**src/rtl/i2c_eeprom_pkg.sv**
```systemverilog
`default_nettype none
// ============================================================================
// Module      : i2c_eeprom_pkg
// Description : Shared definitions for the Avalon I2C EEPROM master:
//               sequencer state encoding, register offsets, quarter-bit
//               phase codes and register bit positions.
// Revision    : 1.0 - initial release
// ============================================================================
package i2c_eeprom_pkg;

    // Transfer sequencer states
    typedef enum logic [3:0] {
        ST_IDLE   = 4'd0,
        ST_START  = 4'd1,
        ST_DEVW   = 4'd2,
        ST_ACK1   = 4'd3,
        ST_WADDR  = 4'd4,
        ST_ACK2   = 4'd5,
        ST_WDATA  = 4'd6,
        ST_ACK3   = 4'd7,
        ST_RSTART = 4'd8,
        ST_DEVR   = 4'd9,
        ST_ACK4   = 4'd10,
        ST_RDATA  = 4'd11,
        ST_MNACK  = 4'd12,
        ST_STOP   = 4'd13
    } state_e;

    // Avalon register offsets
    localparam logic [1:0] REG_CMD    = 2'd0;
    localparam logic [1:0] REG_STATUS = 2'd1;
    localparam logic [1:0] REG_RDATA  = 2'd2;

    // Quarter-bit phases
    localparam logic [1:0] Q0 = 2'd0;
    localparam logic [1:0] Q1 = 2'd1;
    localparam logic [1:0] Q2 = 2'd2;
    localparam logic [1:0] Q3 = 2'd3;

    // Register bit positions
    localparam int RNW_BIT  = 16;
    localparam int BUSY_BIT = 0;
    localparam int DONE_BIT = 1;
    localparam int NACK_BIT = 2;

    // SCL pull-down pattern for an ordinary data/ACK bit: low in Q0 and Q3,
    // released in Q1 and Q2.
    function automatic logic scl_low_for_bit(input logic [1:0] phase);
        return (phase == Q0) || (phase == Q3);
    endfunction

endpackage : i2c_eeprom_pkg
`default_nettype wire

```
**src/rtl/i2c_tick_gen.sv**
```systemverilog
`default_nettype none
// ============================================================================
// Module      : i2c_tick_gen
// Description : Divides clk by CLK_DIV to produce one quarter-bit tick and
//               tracks the current quarter (Q0..Q3). Counter and phase are
//               held at zero while disabled so every transfer starts aligned.
// Revision    : 1.0 - initial release
// Ports       : clk      - system clock
//               reset    - synchronous active-high reset
//               en_i     - count enable (transfer in progress)
//               tick_o   - one-cycle pulse at the end of each quarter
//               phase_o  - current quarter, advances on each tick
// ============================================================================
module i2c_tick_gen #(
    parameter int CLK_DIV = 125
) (
    input  logic       clk,
    input  logic       reset,
    input  logic       en_i,
    output logic       tick_o,
    output logic [1:0] phase_o
);

    localparam int               CNT_W   = (CLK_DIV > 2) ? $clog2(CLK_DIV) : 1;
    localparam logic [CNT_W-1:0] CNT_MAX = CNT_W'(CLK_DIV - 1);

    logic [CNT_W-1:0] cnt_q, cnt_d;
    logic [1:0]       phase_q, phase_d;
    logic             w_wrap;

    always_comb begin
        w_wrap  = en_i && (cnt_q == CNT_MAX);
        cnt_d   = '0;
        phase_d = 2'd0;
        if (en_i) begin
            cnt_d   = w_wrap ? '0 : cnt_q + CNT_W'(1);
            phase_d = w_wrap ? phase_q + 2'd1 : phase_q;
        end
    end

    always_ff @(posedge clk) begin
        if (reset) begin
            cnt_q   <= '0;
            phase_q <= 2'd0;
        end else begin
            cnt_q   <= cnt_d;
            phase_q <= phase_d;
        end
    end

    assign tick_o  = w_wrap;
    assign phase_o = phase_q;

endmodule : i2c_tick_gen
`default_nettype wire

```
**src/rtl/avalon_i2c_eeprom_master.sv**
```systemverilog
`default_nettype none
// ============================================================================
// Module      : avalon_i2c_eeprom_master
// Description : Avalon-MM slave that performs single-byte random-access
//               reads and writes to an I2C serial EEPROM, acting as the bus
//               master (SCL generation, START/Sr/STOP, ACK/NACK handling).
// Revision    : 1.0 - initial release
// Ports       : clk            - system clock
//               reset          - synchronous active-high reset
//               avs_address    - register select (0 CMD, 1 STATUS, 2 RDATA)
//               avs_write      - write strobe
//               avs_writedata  - write data
//               avs_read       - read strobe
//               avs_readdata   - read data, one cycle after avs_read
//               scl_oe         - 1 pulls SCL low
//               sda_oe         - 1 pulls SDA low
//               sda_in         - synchronised SDA pad level
// ============================================================================
module avalon_i2c_eeprom_master
    import i2c_eeprom_pkg::*;
#(
    parameter int         CLK_DIV = 125,
    parameter logic [6:0] DEV_ID  = 7'h50
) (
    input  logic        clk,
    input  logic        reset,
    input  logic [1:0]  avs_address,
    input  logic        avs_write,
    input  logic [31:0] avs_writedata,
    input  logic        avs_read,
    output logic [31:0] avs_readdata,
    output logic        scl_oe,
    output logic        sda_oe,
    input  logic        sda_in
);

    state_e      state_q, state_d;
    logic [2:0]  bit_q, bit_d;
    logic [7:0]  addr_q, addr_d;
    logic [7:0]  wdata_q, wdata_d;
    logic        rnw_q, rnw_d;
    logic [7:0]  rx_q, rx_d;
    logic [7:0]  rdata_q, rdata_d;
    logic        nack_q, nack_d;
    logic        done_q, done_d;
    logic        scl_oe_q, scl_oe_d;
    logic        sda_oe_q, sda_oe_d;
    logic [31:0] readdata_q, readdata_d;

    logic        w_busy;
    logic        w_tick;
    logic [1:0]  w_phase;
    logic        w_cmd_wr;
    logic        w_q2_tick;
    logic        w_q3_tick;
    logic [7:0]  w_tx_byte;
    logic        w_tx_bit;
    logic [31:0] w_status;
    logic        w_unused_ok;

    assign w_busy      = (state_q != ST_IDLE);
    assign w_cmd_wr    = avs_write && (avs_address == REG_CMD) && !w_busy;
    assign w_q2_tick   = w_tick && (w_phase == Q2);
    assign w_q3_tick   = w_tick && (w_phase == Q3);
    assign w_unused_ok = ^avs_writedata[31:17];

    i2c_tick_gen #(
        .CLK_DIV (CLK_DIV)
    ) u_tick_gen (
        .clk     (clk),
        .reset   (reset),
        .en_i    (w_busy),
        .tick_o  (w_tick),
        .phase_o (w_phase)
    );

    // ------------------------------------------------------------------
    // Sequencer: next state and datapath updates
    // ------------------------------------------------------------------
    always_comb begin
        state_d = state_q;
        bit_d   = bit_q;
        addr_d  = addr_q;
        wdata_d = wdata_q;
        rnw_d   = rnw_q;
        rx_d    = rx_q;
        rdata_d = rdata_q;
        nack_d  = nack_q;
        done_d  = done_q;

        if (w_cmd_wr) begin
            addr_d  = avs_writedata[7:0];
            wdata_d = avs_writedata[15:8];
            rnw_d   = avs_writedata[RNW_BIT];
            nack_d  = 1'b0;
            done_d  = 1'b0;
            bit_d   = 3'd0;
            state_d = ST_START;
        end else if (w_tick) begin
            unique case (state_q)
                ST_IDLE: ;
                ST_START: if (w_q3_tick) state_d = ST_DEVW;
                ST_RSTART: if (w_q3_tick) state_d = ST_DEVR;
                ST_DEVW, ST_WADDR, ST_WDATA, ST_DEVR: begin
                    if (w_q3_tick) begin
                        bit_d = bit_q + 3'd1;
                        if (bit_q == 3'd7) begin
                            unique case (state_q)
                                ST_DEVW:  state_d = ST_ACK1;
                                ST_WADDR: state_d = ST_ACK2;
                                ST_WDATA: state_d = ST_ACK3;
                                default:  state_d = ST_ACK4;
                            endcase
                        end
                    end
                end
                ST_RDATA: begin
                    if (w_q2_tick) begin
                        rx_d = {rx_q[6:0], sda_in};
                    end
                    if (w_q3_tick) begin
                        bit_d = bit_q + 3'd1;
                        if (bit_q == 3'd7) begin
                            // Any NACK would have diverted to STOP earlier,
                            // so a completed byte here is a good read.
                            rdata_d = rx_q;
                            state_d = ST_MNACK;
                        end
                    end
                end
                ST_ACK1, ST_ACK2, ST_ACK3, ST_ACK4: begin
                    if (w_q2_tick && sda_in) begin
                        nack_d = 1'b1;
                    end
                    if (w_q3_tick) begin
                        if (nack_q) begin
                            state_d = ST_STOP;
                        end else begin
                            unique case (state_q)
                                ST_ACK1: state_d = ST_WADDR;
                                ST_ACK2: state_d = rnw_q ? ST_RSTART : ST_WDATA;
                                ST_ACK3: state_d = ST_STOP;
                                default: state_d = ST_RDATA;
                            endcase
                        end
                    end
                end
                ST_MNACK: if (w_q3_tick) state_d = ST_STOP;
                ST_STOP: begin
                    if (w_q3_tick) begin
                        state_d = ST_IDLE;
                        done_d  = 1'b1;
                    end
                end
                default: state_d = ST_IDLE;
            endcase
        end
    end

    // ------------------------------------------------------------------
    // Bus drive for the current state/quarter (registered below)
    // ------------------------------------------------------------------
    always_comb begin
        unique case (state_q)
            ST_DEVW:  w_tx_byte = {DEV_ID, 1'b0};
            ST_WADDR: w_tx_byte = addr_q;
            ST_WDATA: w_tx_byte = wdata_q;
            ST_DEVR:  w_tx_byte = {DEV_ID, 1'b1};
            default:  w_tx_byte = 8'h00;
        endcase
        w_tx_bit = w_tx_byte[3'd7 - bit_q];

        scl_oe_d = 1'b0;
        sda_oe_d = 1'b0;
        unique case (state_q)
            ST_IDLE: ;
            // Lines idle high already: hold released, then SDA falls in Q2.
            ST_START: begin
                scl_oe_d = (w_phase == Q3);
                sda_oe_d = w_phase[1];
            end
            // SCL is still low from the previous ACK bit; release SDA first
            // so it is high before SCL rises, then fall SDA in Q2.
            ST_RSTART: begin
                scl_oe_d = scl_low_for_bit(w_phase);
                sda_oe_d = w_phase[1];
            end
            // SDA low across the SCL rise, released in Q2 while SCL is high.
            ST_STOP: begin
                scl_oe_d = (w_phase == Q0);
                sda_oe_d = !w_phase[1];
            end
            ST_DEVW, ST_WADDR, ST_WDATA, ST_DEVR: begin
                scl_oe_d = scl_low_for_bit(w_phase);
                sda_oe_d = !w_tx_bit;
            end
            // ACKn, RDATA and MNACK leave SDA released.
            default: begin
                scl_oe_d = scl_low_for_bit(w_phase);
                sda_oe_d = 1'b0;
            end
        endcase
    end

    // ------------------------------------------------------------------
    // Avalon read mux. CMD is write-only; a read at its offset returns
    // STATUS, so a combined read/CMD-write cycle reports pre-write status.
    // ------------------------------------------------------------------
    always_comb begin
        w_status           = 32'd0;
        w_status[BUSY_BIT] = w_busy;
        w_status[DONE_BIT] = done_q;
        w_status[NACK_BIT] = nack_q;

        readdata_d = readdata_q;
        if (avs_read) begin
            unique case (avs_address)
                REG_CMD, REG_STATUS: readdata_d = w_status;
                REG_RDATA:           readdata_d = {24'd0, rdata_q};
                default:             readdata_d = 32'd0;
            endcase
        end
    end

    always_ff @(posedge clk) begin
        if (reset) begin
            state_q    <= ST_IDLE;
            bit_q      <= 3'd0;
            addr_q     <= 8'd0;
            wdata_q    <= 8'd0;
            rnw_q      <= 1'b0;
            rx_q       <= 8'd0;
            rdata_q    <= 8'd0;
            nack_q     <= 1'b0;
            done_q     <= 1'b0;
            scl_oe_q   <= 1'b0;
            sda_oe_q   <= 1'b0;
            readdata_q <= 32'd0;
        end else begin
            state_q    <= state_d;
            bit_q      <= bit_d;
            addr_q     <= addr_d;
            wdata_q    <= wdata_d;
            rnw_q      <= rnw_d;
            rx_q       <= rx_d;
            rdata_q    <= rdata_d;
            nack_q     <= nack_d;
            done_q     <= done_d;
            scl_oe_q   <= scl_oe_d;
            sda_oe_q   <= sda_oe_d;
            readdata_q <= readdata_d;
        end
    end

    assign avs_readdata = readdata_q;
    assign scl_oe       = scl_oe_q;
    assign sda_oe       = sda_oe_q;

endmodule : avalon_i2c_eeprom_master
`default_nettype wire

```
**config.mk**
```make
export PLATFORM = sky130hd
export DESIGN_NAME = avalon_i2c_eeprom_master
export DESIGN_NICKNAME = d
export VERILOG_FILES = /design/src/rtl/i2c_eeprom_pkg.sv /design/src/rtl/i2c_tick_gen.sv /design/src/rtl/avalon_i2c_eeprom_master.sv
export SDC_FILE = /design/constraint.sdc
export NUM_CORES = 1
export LEC_CHECK = 0
export ABC_AREA = 1
export CORE_UTILIZATION = 30
export CTS_BUF_LIST = sky130_fd_sc_hd__clkbuf_4 sky130_fd_sc_hd__clkbuf_8
export DETAILED_ROUTE_END_ITERATION = 8
export PLACE_DENSITY = 0.5
export SKIP_CTS_REPAIR_TIMING = 1
export SLEW_MARGIN = 20
export SYNTH_ARGS = -nofsm -noshare
export SYNTH_HDL_FRONTEND = slang
export SYNTH_SLANG_ARGS = --single-unit
```
**constraint.sdc**
```tcl
create_clock -name clk -period 2.11 [get_ports clk]
set_clock_uncertainty 0.15 [all_clocks]
set_input_delay 0.3165 -clock clk [delete_from_list [all_inputs] [get_ports clk]]
set_output_delay 0.3165 -clock clk [all_outputs]
set_load 0.01 [all_outputs]
```
==> reports/qor.yml <==
die_x_um: 103
postSynthCellCount: 417
drtPass1Iterations: 5
switching_power_w: 0.000618
drtIter0Drc: 128
final-setup-viol-count: 0
cts_tree: "done"
syn-cell-area_um2: 3070
port_buffers: 33
core_um2: 9820
layout-drive-gt1-share: 0.123
synth_compound_area_frac: 0.138
placed_area_um2: 3480
hold_class: "register to register"
placementRows: 36
cts_buffers: 9
synth.top_cells.by_area: "dfxtp_1, nand2_1, nor2_1"
die_area_um2: 10600
wire_per_inst_um: 12.0
cp_max_fo: 6
post-route-min-period_ps: 1900
ys_top_cells_by_count: "nand2_1, nor2_1, dfxtp_1"
clock_power_share: 0.457
synth_top_family_by_area: "simple AND/OR/NAND/NOR gates"
critPathRequiredTime_ps: 2170
synthMuxAreaShare: 0
clk_pin_slew_ps: 80
rsz0062_at_grt: "false"
powerDensity_nw_per_um2: 688
tns_ps: 0
final_cell_area_um2: 3700
diodes: 0
cap_viol_max_count: 0
h-tree-depth: 3
seq_power_share: 0.469
grt_pass1_vias: 2540
fillers: 1039
dp.cells: 581
finalMaxSlewViolations: 0
clk_latency_ps: 340
io_pins: 73
synth.distinct_cells: 38
pwr-share-comb: 0.075
final_nets: 505
synth-edff-count: 0
p_sw_frac: 0.243
synthSimpleGateAreaFrac: 0.303
ys_async_sr_fraction: 0
cp-end-kind: "register"
grt_max_degree: 35
synthToLayoutAreaGrowth_pct: 20.9
vias: 2648
stdcell_count: 597
synth_area_leader_cell: "dfxtp_1"
clkSinkCount: 61
utilization: 0.377
gp_congestion: 0.819
drt_wl_total_mm: 7.16
grt_pass1_wl_mm: 11.9
ir_drop_mv: 0.427
yosysSeqAreaShare: 0.398
cp-startpoint: "state_q[3]"
crit_arrival_ps: 1970
detail-route-antenna-nets: 0
antenna_found_initial: 0
worstSetupPathType: "register to register"
power.leakage_nw: 1.47
hold_viol_final: 0
avgSynthCellArea_um2: 7.35
synth-seq-cells: 61
synth-main-ff-cell: "dfxtp_1"
start_kind: "register"
synthAdderAreaFrac: 0.0286
synth-xor-area-share: 0.00857
overflow: 0
synth_warnings: 0
via_per_inst: 4.44
grt.total_usage: 0.150
synth_top_area_share: 0.398
cts_root_buffer: "clkbuf_8"
p_int_w: 0.00193
cts.path.max_buffers: 2
hp-start: "rdata_q[6]"
worstReg2RegStart: "state_q[3]"
die_h_um: 103
drcViolationCount: 0
outcome: "finished clean"
timing.final.crit_share: 0.903
start_util: 0.312
fmax_ghz: 0.525
hpwl_mm: 5.32
## placed cells by master (no fill, tap or decap), types with 2 or more instances in the layout
cell type / count
clkinvlp_4: 2
clkbuf_8: 9
o211ai_1: 3
a31oi_1: 4
inv_1: 28
nor2_2: 3
nand2_1: 71
nand2_4: 5
clkinv_2: 2
clkdlybuf4s50_1: 33
nand2_2: 2
nor3_1: 2
inv_2: 8
buf_4: 8
dfxtp_1: 61
nor2_4: 4
xor2_1: 3
nand3_1: 23
nand4_1: 6
nor2_1: 70
nand3_2: 2
o21ai_0: 43
bufinv_16: 2
conb_1: 24
ha_1: 7
a21oi_1: 25
## cell type report
class | instances | area (µm²) | share of cell area
Sequential cell | 61 | 1220 | 0.330
Inverter | 38 | 146 | 0.0395
Timing Repair Buffer | 41 | 390 | 0.105
Clock buffer | 9 | 124 | 0.0334
Tap cell | 133 | 166 | 0.0449
Multi-Input combinational cell | 308 | 1560 | 0.421
Clock inverter | 7 | 97.6 | 0.0263
## metrics by stage
| stage | total power [W] | setup WS [ps] | hold slack, ps |
|---|---|---|---|
| floorplan | 0.00135 | 473 | 280 |
| global route | 0.00267 | 4.52 | 330 |
| CTS | 0.00258 | 153 | 313 |
| global placement | 0.00141 | 150 | 296 |
| detailed placement | 0.00141 | 145 | 301 |
| finish | 0.00255 | 206 | 315 |
## state kept, by name, summed over array words and instances, names as in the netlist
signal / flops
wdata_q: 8
avs_readdata: 8
rnw_q: 1
scl_oe: 1
addr_q: 8
nack_q: 1
state_q: 4
rx_q: 8
u_tick_gen.phase_o: 2
sda_oe: 1
rdata_q: 8
u_tick_gen.cnt_q: 7
bit_q: 3
done_q: 1
## layer usage
metal | vias to the layer above | wire length, µm | share of wire | track usage
met3 | 9 | 316 | 0.044 | 0.0400
li1 | 1396 | - | - | -
met2 | 72 | 3310 | 0.46 | 0.243
met5 | - | 0 | 0 | 0
met4 | 0 | 101 | 0.014 | 0.0531
met1 | 1171 | 3440 | 0.48 | 0.192
## power groups by stage
stage / clock (W) / sequential [W] / combinational [W]
floorplan: 0 / 0.00122 / 0.000136
global placement: 0 / 0.00122 / 0.000190
detailed placement: 0 / 0.00122 / 0.000191
CTS: 0.00120 / 0.00119 / 0.000192
global route: 0.00125 / 0.00120 / 0.000218
finish: 0.00116 / 0.00119 / 0.000190
## worst paths after layout
path,end,slack [ps],cells after the start
min reg2reg,avs_readdata[6],310,2
min,avs_readdata[6],310,2
max reg2reg,sda_oe,210,10
max,sda_oe,210,10
## critical path: stages (launching register included)
cell and delay [ps]:
dfxtp_1 400, inv_1 170, nand2_1 120, nor2_1 370, nand2_1 110, nand3_1 90
nand3_1 80, nand2_1 60, nand2_1 50, nand3_1 110, a21oi_1 80
## kinds of logic (layout without fill, tap and decap cells)
family,Yosys count,in the layout
AO/OA/AOI/OAI,80,80
other,1,24
XOR/XNOR,3,3
adder cells (fa/ha/maj),7,7
flip-flops,61,61
AND/OR/NAND/NOR,194,194
buffers and inverters,71,95
(Power assumes the default switching activity.)
